**src/rtl/cdb_pkg.sv**
```systemverilog
// rtl/cdb_pkg.sv - shared widths, source encoding and entry layout for the CDB arbiter
package cdb_pkg;

  localparam int CDB_ROB_W = 2;
  localparam int CDB_VAL_W = 3;

  typedef enum logic {
    CDB_SRC_ALU = 1'b0,
    CDB_SRC_MEM = 1'b1
  } cdb_src_e;

  typedef struct packed {
    logic [CDB_ROB_W-1:0] rob_idx;
    logic [CDB_VAL_W-1:0] val;
  } cdb_entry_t;

endpackage

```
**src/rtl/cdb_fifo.sv**
```systemverilog
// rtl/cdb_fifo.sv - per-source completion buffer, DEPTH entries (power of two)
module cdb_fifo #(
  parameter int DEPTH = 2,
  parameter int WIDTH = 5,
  localparam int PTR_W = $clog2(DEPTH),
  localparam int CNT_W = PTR_W + 1
) (
  input  logic             clk,
  input  logic             reset,
  input  logic             flush,
  input  logic             push,
  input  logic             pop,
  input  logic [WIDTH-1:0] push_data,
  output logic [WIDTH-1:0] head,
  output logic [CNT_W-1:0] count,
  output logic             full,
  output logic             empty
);

  logic [WIDTH-1:0] mem [DEPTH];
  logic [PTR_W-1:0] wr_ptr;
  logic [PTR_W-1:0] rd_ptr;
  logic             do_push;
  logic             do_pop;

  assign full    = (count == CNT_W'(DEPTH));
  assign empty   = (count == '0);
  assign head    = mem[rd_ptr];
  assign do_push = push && !full;
  assign do_pop  = pop && !empty;

  // Pointers wrap naturally because DEPTH is a power of two.
  always_ff @(posedge clk) begin
    if (reset || flush) begin
      wr_ptr <= '0;
      rd_ptr <= '0;
      count  <= '0;
    end else begin
      if (do_push) wr_ptr <= wr_ptr + PTR_W'(1);
      if (do_pop)  rd_ptr <= rd_ptr + PTR_W'(1);
      count <= count + CNT_W'(do_push) - CNT_W'(do_pop);
    end
  end

  always_ff @(posedge clk) begin
    if (do_push) mem[wr_ptr] <= push_data;
  end

endmodule

```
**src/rtl/cdb_arbiter.sv**
```systemverilog
// rtl/cdb_arbiter.sv - round-robin CDB arbiter between ALU and memory completions
// Optional conflict counter built when CDB_PERF_CNT_EN is defined.
import cdb_pkg::*;

module cdb_arbiter #(
  parameter int DEPTH = 2,
  parameter int ROB_W = CDB_ROB_W,
  parameter int VAL_W = CDB_VAL_W
) (
  input  logic             clk,
  input  logic             reset,
  input  logic             flush,
  input  logic             alu_valid,
  input  logic [ROB_W-1:0] alu_rob_idx,
  input  logic [VAL_W-1:0] alu_val,
  output logic             alu_ready,
  input  logic             mem_valid,
  input  logic [ROB_W-1:0] mem_rob_idx,
  input  logic [VAL_W-1:0] mem_val,
  output logic             mem_ready,
  output logic             cdb_valid,
  output logic [ROB_W-1:0] cdb_rob_idx,
  output logic [VAL_W-1:0] cdb_val,
  output logic             cdb_src,
  output logic             idle,
  output logic [5:0]       conflict_cnt
);

  localparam int E_W   = ROB_W + VAL_W;
  localparam int CNT_W = $clog2(DEPTH) + 1;

  logic [E_W-1:0]   alu_head, mem_head;
  logic [CNT_W-1:0] alu_count, mem_count;
  logic             alu_full, mem_full;
  logic             alu_empty, mem_empty;
  logic             grant_alu, grant_mem, both_pending;
  cdb_src_e         last_grant;

  assign alu_ready = !alu_full;
  assign mem_ready = !mem_full;

  // Ties go to whichever source did not win last time.
  assign both_pending = !alu_empty && !mem_empty;
  assign grant_alu    = !alu_empty && (mem_empty || last_grant == CDB_SRC_MEM);
  assign grant_mem    = !mem_empty && !grant_alu;

  assign idle = (alu_count == '0) && (mem_count == '0) && !cdb_valid;

  cdb_fifo #(.DEPTH(DEPTH), .WIDTH(E_W)) u_alu_fifo (
    .clk       (clk),
    .reset     (reset),
    .flush     (flush),
    .push      (alu_valid && alu_ready),
    .pop       (grant_alu),
    .push_data ({alu_rob_idx, alu_val}),
    .head      (alu_head),
    .count     (alu_count),
    .full      (alu_full),
    .empty     (alu_empty)
  );

  cdb_fifo #(.DEPTH(DEPTH), .WIDTH(E_W)) u_mem_fifo (
    .clk       (clk),
    .reset     (reset),
    .flush     (flush),
    .push      (mem_valid && mem_ready),
    .pop       (grant_mem),
    .push_data ({mem_rob_idx, mem_val}),
    .head      (mem_head),
    .count     (mem_count),
    .full      (mem_full),
    .empty     (mem_empty)
  );

  always_ff @(posedge clk) begin
    if (reset) begin
      cdb_valid   <= 1'b0;
      cdb_rob_idx <= '0;
      cdb_val     <= '0;
      cdb_src     <= CDB_SRC_ALU;
      last_grant  <= CDB_SRC_MEM;
    end else if (flush) begin
      cdb_valid <= 1'b0;
    end else if (grant_alu) begin
      cdb_valid                <= 1'b1;
      {cdb_rob_idx, cdb_val}   <= alu_head;
      cdb_src                  <= CDB_SRC_ALU;
      last_grant               <= CDB_SRC_ALU;
    end else if (grant_mem) begin
      cdb_valid                <= 1'b1;
      {cdb_rob_idx, cdb_val}   <= mem_head;
      cdb_src                  <= CDB_SRC_MEM;
      last_grant               <= CDB_SRC_MEM;
    end else begin
      cdb_valid <= 1'b0;
    end
  end

`ifdef CDB_PERF_CNT_EN
  logic [5:0] conflict_q;

  always_ff @(posedge clk) begin
    if (reset) begin
      conflict_q <= '0;
    end else if (both_pending && conflict_q != 6'd63) begin
      conflict_q <= conflict_q + 6'd1;
    end
  end

  assign conflict_cnt = conflict_q;
`else
  logic unused_both;
  assign unused_both  = both_pending;
  assign conflict_cnt = '0;
`endif

endmodule
```
**config.mk**
```make
export PLATFORM = sky130hd
export DESIGN_NAME = cdb_arbiter
export DESIGN_NICKNAME = d
export VERILOG_FILES = /design/src/rtl/cdb_pkg.sv /design/src/rtl/cdb_fifo.sv /design/src/rtl/cdb_arbiter.sv
export SDC_FILE = /design/constraint.sdc
export NUM_CORES = 1
export LEC_CHECK = 0
export CAP_MARGIN = 5
export CORE_ASPECT_RATIO = 0.8
export CORE_MARGIN = 4
export CORE_UTILIZATION = 50
export CTS_CLUSTER_SIZE = 12
export DETAILED_ROUTE_END_ITERATION = 8
export GPL_ROUTABILITY_DRIVEN = 0
export MAX_ROUTING_LAYER = met4
export PLACE_DENSITY = 0.74
export RECOVER_POWER = 50
export SYNTH_ARGS = -nofsm -noshare
export SYNTH_HDL_FRONTEND = slang
export SYNTH_HIERARCHICAL = 1
export SYNTH_SLANG_ARGS = --single-unit
```
**constraint.sdc**
```tcl
create_clock -name clk -period 2.6 [get_ports clk]
set_clock_uncertainty 0.05 [all_clocks]
set_input_delay 0.26 -clock clk [delete_from_list [all_inputs] [get_ports clk]]
set_output_delay 0.26 -clock clk [all_outputs]
set_load 0.02 [all_outputs]
```
## Word-level counts from Yosys, hierarchy flattened

Memories as Yosys holds them, arrays and structs flattened. A register that Yosys moved wholly into a read port is not among the register bits.
Index checks and enable logic that the tools add are counted.

| cells by class | value |
|---|---|
| multiplexer cells | 16 |
| add/subtract/negate cells | 8 |
| bitwise gates (word level) | 1 |
| reductions and logical operators | 23 |
| equality and inequality tests | 2 |

Operator list:

| operator | number |
|---|---|
| 2-to-1 mux 1 bit | 12 |
| logical AND 1 bit | 10 |
| zero test 1 bit | 6 |
| 2-to-1 mux 3 bit | 2 |
| adder 1 bit, second input constant | 4 |
| adder 2 x 1 -> 2 bit | 2 |
| == test 2 bit, second input constant | 2 |
| zero test 2 bit | 2 |
| 2-to-1 mux 2 bit | 2 |
| subtractor 2 x 1 -> 2 bit | 2 |
| logical OR 1 bit | 2 |
| AND reduction 2 bit | 1 |
| nonzero test 2 bit | 1 |
| OR reduction 2 bit | 1 |
| NOT 1 bit | 1 |

| word-level totals | value |
|---|---|
| register bits | 16 |
| output and inout port bits | 16 |
| memories | 2 |
| memory bits (writable) | 20 |

Memories:

| memory | depth | width | read ports | clocked after memory_dff | wr ports | RTL line | source |
|---|---|---|---|---|---|---|---|
| u_alu_fifo.mem | 2 | 5 | 1 | 1 | 1 | cdb_fifo.sv:20 | `logic [WIDTH-1:0] mem [DEPTH];` |
| u_mem_fifo.mem | 2 | 5 | 1 | 1 | 1 | cdb_fifo.sv:20 |  |

## Depth between registers and ports, before layout

| logic depth | value |
|---|---|
| depth in word-level cells | 8 |
| mapped depth | 11 |
| gate-level depth less buffers | 11 |

## Modules after synthesis

The synthesis kept the hierarchy.

By module, submodules not included:

| module | cells an instance | area each (um^2) | times used | sequential area each (um^2) |
|---|---|---|---|---|
| cdb_fifo | 43 | 595.6 | 2 | 400.4 |
| cdb_arbiter | 48 | 424.2 | 1 | 160.2 |

## Worst setup path before layout

Ideal clock, no wire load.

| timing | value |
|---|---|
| path kind | register to register |
| start | register u_mem_fifo.count[1] |
| end | register u_mem_fifo.count[1] |
| stages on the path, launching flop included | 12 |
| data arrival time | 1822 ps |
| data required time | 2435 ps |
| buffers on the path | 0 |
| library setup time | 115 ps |
| path slack | 613 ps |
| path through | dfxtp_1 > nor2_1 > o21bai_4 > inv_1 > nor2_1 > o21a_1 > ha_1 > inv_1 > ha_1 > xor2_1 > xnor2_1 > nor2_1 |

| between the ends | value |
|---|---|
| longest elaborated chain between the ends | 7 |
| elaborated cells on any way between the ends | 13 |
| those cells by class | add/sub (2); eq/ne (1); reduce/logical (10) |

RTL lines:

| what | RTL line | source |
|---|---|---|
| start: declaration | cdb_fifo.sv:15 | `output logic [CNT_W-1:0] count,` |
| start signal: assignment | cdb_fifo.sv:41 | `count <= count + CNT_W'(do_push) - CNT_W'(do_pop);` |
| zero test 2 bit | cdb_fifo.sv:27 | `assign empty = (count == '0);` |
| net mem_empty | cdb_arbiter.sv:35 | `logic alu_empty, mem_empty;` |
| logical OR 1 bit | cdb_arbiter.sv:44 | `assign grant_alu = !alu_empty && (mem_empty \|\| last_grant == CDB_SRC_MEM);` |
| logical AND 1 bit | cdb_arbiter.sv:44 |  |
| net grant_alu | cdb_arbiter.sv:36 | `logic grant_alu, grant_mem, both_pending;` |
| zero test 1 bit | cdb_arbiter.sv:45 | `assign grant_mem = !mem_empty && !grant_alu;` |
| logical AND 1 bit | cdb_arbiter.sv:45 |  |
| net grant_mem | cdb_arbiter.sv:36 |  |
| logical AND 1 bit | cdb_fifo.sv:30 | `assign do_pop = pop && !empty;` |
| net u_mem_fifo.do_pop | cdb_fifo.sv:24 | `logic do_pop;` |
| subtractor 2 x 1 -> 2 bit | cdb_fifo.sv:41 |  |

The timed path passes the listed nets, and every way through them passes these cells.
A chain may end at the register's enable or synchronous reset.

## Worst setup path after layout

| timing | value |
|---|---|
| start | register u_mem_fifo.count[1] |
| end | output port idle |

| between the ends | value |
|---|---|
| longest elaborated chain between the ends | 3 |

RTL lines:

| what | RTL line | source |
|---|---|---|
| zero test 2 bit | cdb_arbiter.sv:47 | `assign idle = (alu_count == '0) && (mem_count == '0) && !cdb_valid;` |
| logical AND 1 bit (2 in a row) | cdb_arbiter.sv:47 |  |
| end: declaration | cdb_arbiter.sv:25 | `output logic idle,` |

No other way between the ends.

==> results.sh <==
export IMPL_rr_startpoint="u_mem_fifo/count[1]"
export IMPL_grt_max_degree=14
export IMPL_dp_cells=196
export IMPL_status="completed"
export IMPL_fin_util=0.639
export IMPL_ys_types=27
export IMPL_drive_above_1_share=0.128
export IMPL_drv_cap=0
export IMPL_r2r_cells=11
export IMPL_hp_class="reg -> reg"
export IMPL_p_total_mw=1.31
export IMPL_pin_count=31
export IMPL_r2r_slack_ns=0.44
export IMPL_cts_buffer_depth=2
export IMPL_place_area_mm2=0.00187
export IMPL_io_buffers=24
export IMPL_grt_pass1_wl_mm=4.41
export IMPL_core_area_mm2=0.00309
export IMPL_route_met2_wl_mm=1.25
export IMPL_clock_latency_ns=0.29
export IMPL_drc_errors=0
export IMPL_ant_nets=0
export IMPL_finalCritPeriodShare=0.839
export IMPL_max_slew_worst_pin_slew_ns=0.969
export IMPL_tns_ns=0
export IMPL_start_kind="flop"
export IMPL_antenna_found_initial=0
export IMPL_grtUsageTotal=0.148
export IMPL_met1_length_mm=1.22
export IMPL_hpwl_mm=2.00
export IMPL_power_density_mw_per_mm2=665
export IMPL_n_antenna_cell=0
export IMPL_drv_slew=0
export IMPL_routed_top_layer="met4"
export IMPL_ys_warn_count=6
export IMPL_grt_overflow=0
export IMPL_mostFrequentLayoutCells="20 x nor2_1, 20 x edfxtp_1, 18 x dfxtp_1"
export IMPL_arrival_ns=1.87
export IMPL_rows=18
export IMPL_postCtsSetupBuffers=0
export IMPL_worstSetupPathType="reg -> out"
export IMPL_die_width_um=71.5
export IMPL_grt_pass1_vias=998
export IMPL_via_per_inst=4.87
export IMPL_wl_mm=2.68
export IMPL_required_ns=2.29
export IMPL_design_area_mm2=0.00197
export IMPL_slew_headroom=0.354
export IMPL_post_cts_resized=0
export IMPL_finalNetCount=182
export IMPL_syn_avg_cell_area_um2=12.1
export IMPL_dieArea_mm2=0.00421
export IMPL_numCtsBuffers=5
export IMPL_crit_start="u_mem_fifo/count[1]"
export IMPL_critPathCaptureType="output port"
export IMPL_ys_ff_latch=38
export IMPL_wl_met3_um=150
export IMPL_timing_fmax_ghz=0.458
export IMPL_start_util=0.524
export IMPL_crit_end="idle"
export IMPL_vias=993
export IMPL_seq_area_frac_synth=0.595
export IMPL_setup_viol=0
export IMPL_crit_fanout=5
export IMPL_dr_pass1_iters=4
export IMPL_htree_levels=2
export IMPL_cts_hold_buf=0
export IMPL_hold_viol=0
export IMPL_dr_first_iter_drc_count=39
export IMPL_fin_crit_ns=2.18
export IMPL_die_height_um=58.8
export IMPL_syn_inst=134
export IMPL_clk_pin_slew_ns=0.07
export IMPL_r2r_end="u_mem_fifo/count[1]"
export IMPL_avgRoutedWirePerCell_um=13.2
export IMPL_cts_tree="yes"
export IMPL_p_leak_nw=0.814
export IMPL_ir_drop_v=0.000540
export IMPL_cts_root_buffer="clkbuf_8"
export IMPL_rsz0062_at_grt="no"
export IMPL_finalNonFillerCells=204
export IMPL_area_delta_synth_final_pct=22.1
export IMPL_syn_cell_area_mm2=0.00162
export IMPL_clock_sinks=38
## cells in the mapped netlist
| cell type | count | area (um^2) |
|---|---|---|
| a211oi_1 | 5 | 37.5 |
| a21oi_1 | 2 | 10.0 |
| a21oi_2 | 1 | 8.76 |
| and3_2 | 2 | 15.0 |
| buf_4 | 7 | 52.6 |
| conb_1 | 1 | 3.75 |
| dfxtp_1 | 18 | 360 |
| edfxtp_1 | 20 | 601 |
| ha_1 | 4 | 50.1 |
| inv_1 | 11 | 41.3 |
| inv_2 | 2 | 7.51 |
| mux2_2 | 10 | 113 |
| mux2i_1 | 5 | 50.1 |
| nand2_1 | 2 | 7.51 |
| nand2b_2 | 2 | 17.5 |
| nor2_1 | 20 | 75.1 |
| nor2b_1 | 3 | 18.8 |
| nor3_1 | 2 | 10.0 |
| o21a_1 | 2 | 15.0 |
| o21ai_0 | 2 | 10.0 |
| o21bai_1 | 1 | 7.51 |
| o21bai_4 | 1 | 18.8 |
| or2_2 | 2 | 12.5 |
| or3_1 | 2 | 12.5 |
| or4_1 | 1 | 7.51 |
| xnor2_1 | 4 | 35.0 |
| xor2_1 | 2 | 17.5 |
## worst min-delay path by stage
stage | startpoint | end | slack, ns | cells past startpoint
5_1_grt | u_mem_fifo/wr_ptr | u_mem_fifo/wr_ptr | 0.47 | 2
4_1_cts | u_mem_fifo/wr_ptr | u_mem_fifo/wr_ptr | 0.44 | 2
3_5_place_dp | u_mem_fifo/wr_ptr | u_mem_fifo/wr_ptr | 0.44 | 2
6_report | cdb_src | cdb_src | 0.44 | 2
2_1_floorplan | reset | cdb_valid | 0.28 | 1
3_3_place_gp | u_alu_fifo/wr_ptr | u_alu_fifo/wr_ptr | 0.42 | 2
## through the flow
stage	setup WS [ns]	hold WS [ns]
floorplan	0.613	0.282
global placement	0.529	0.417
detailed placement	0.422	0.436
CTS	0.392	0.444
global route	0.269	0.466
finish	0.418	0.445
## area by class of cell
class | count | area, um^2
Sequential cell | 38 | 961
Timing Repair Buffer | 24 | 240
Tap cell | 40 | 50.0
Clock buffer | 6 | 72.6
Multi-Input combinational cell | 81 | 566
Inverter | 13 | 48.8
Fill cell | 252 | 1110
Clock inverter | 2 | 33.8
## critical path, stage by stage, from the launching register on
cell and delay (ns):
dfxtp_1 0.36, or4_1 0.51, nor2_1 0.10, clkdlybuf4s50_1 0.61
## metal layers
| layer | GRT usage | up-vias |
|---|---|---|
| li1 | - | 502 |
| met1 | 0.179 | 456 |
| met2 | 0.221 | 27 |
| met3 | 0.0444 | 8 |
| met4 | 0.0804 | 0 |
| met5 | - | - |
## logic make-up (layout without fill, tap and decap cells)
logic type | Yosys count | count (layout) | synth area share
simple gates | 36 | 36 | 0.109
flops | 38 | 38 | 0.595
buf+inv | 20 | 45 | 0.0627
other cells | 1 | 6 | 0.00232
xor+xnor | 6 | 6 | 0.0325
mux | 15 | 15 | 0.101
fa+ha+maj | 4 | 4 | 0.0310
compound gates | 14 | 14 | 0.0666
## state kept, by name (all words and copies together) (netlist names), named ones only
signal	flops
u_alu_fifo/wr_ptr	1
cdb_valid	1
cdb_src	1
cdb_val	3
u_mem_fifo/mem	10
u_mem_fifo/count	2
cdb_rob_idx	2
last_grant	1
u_mem_fifo/wr_ptr	1
u_mem_fifo/rd_ptr	1
u_alu_fifo/count	2
u_alu_fifo/mem	10
u_alu_fifo/rd_ptr	1
## where the power goes
group / internal, mW / switching (mW) / leakage (nW)
combinational: 0.0762 / 0.0842 / 0.427
sequential: 0.663 / 0.0142 / 0.334
clock: 0.283 / 0.191 / 0.0528
total: 1.02 / 0.290 / 0.814
Power figures use the tool's default switching activity.
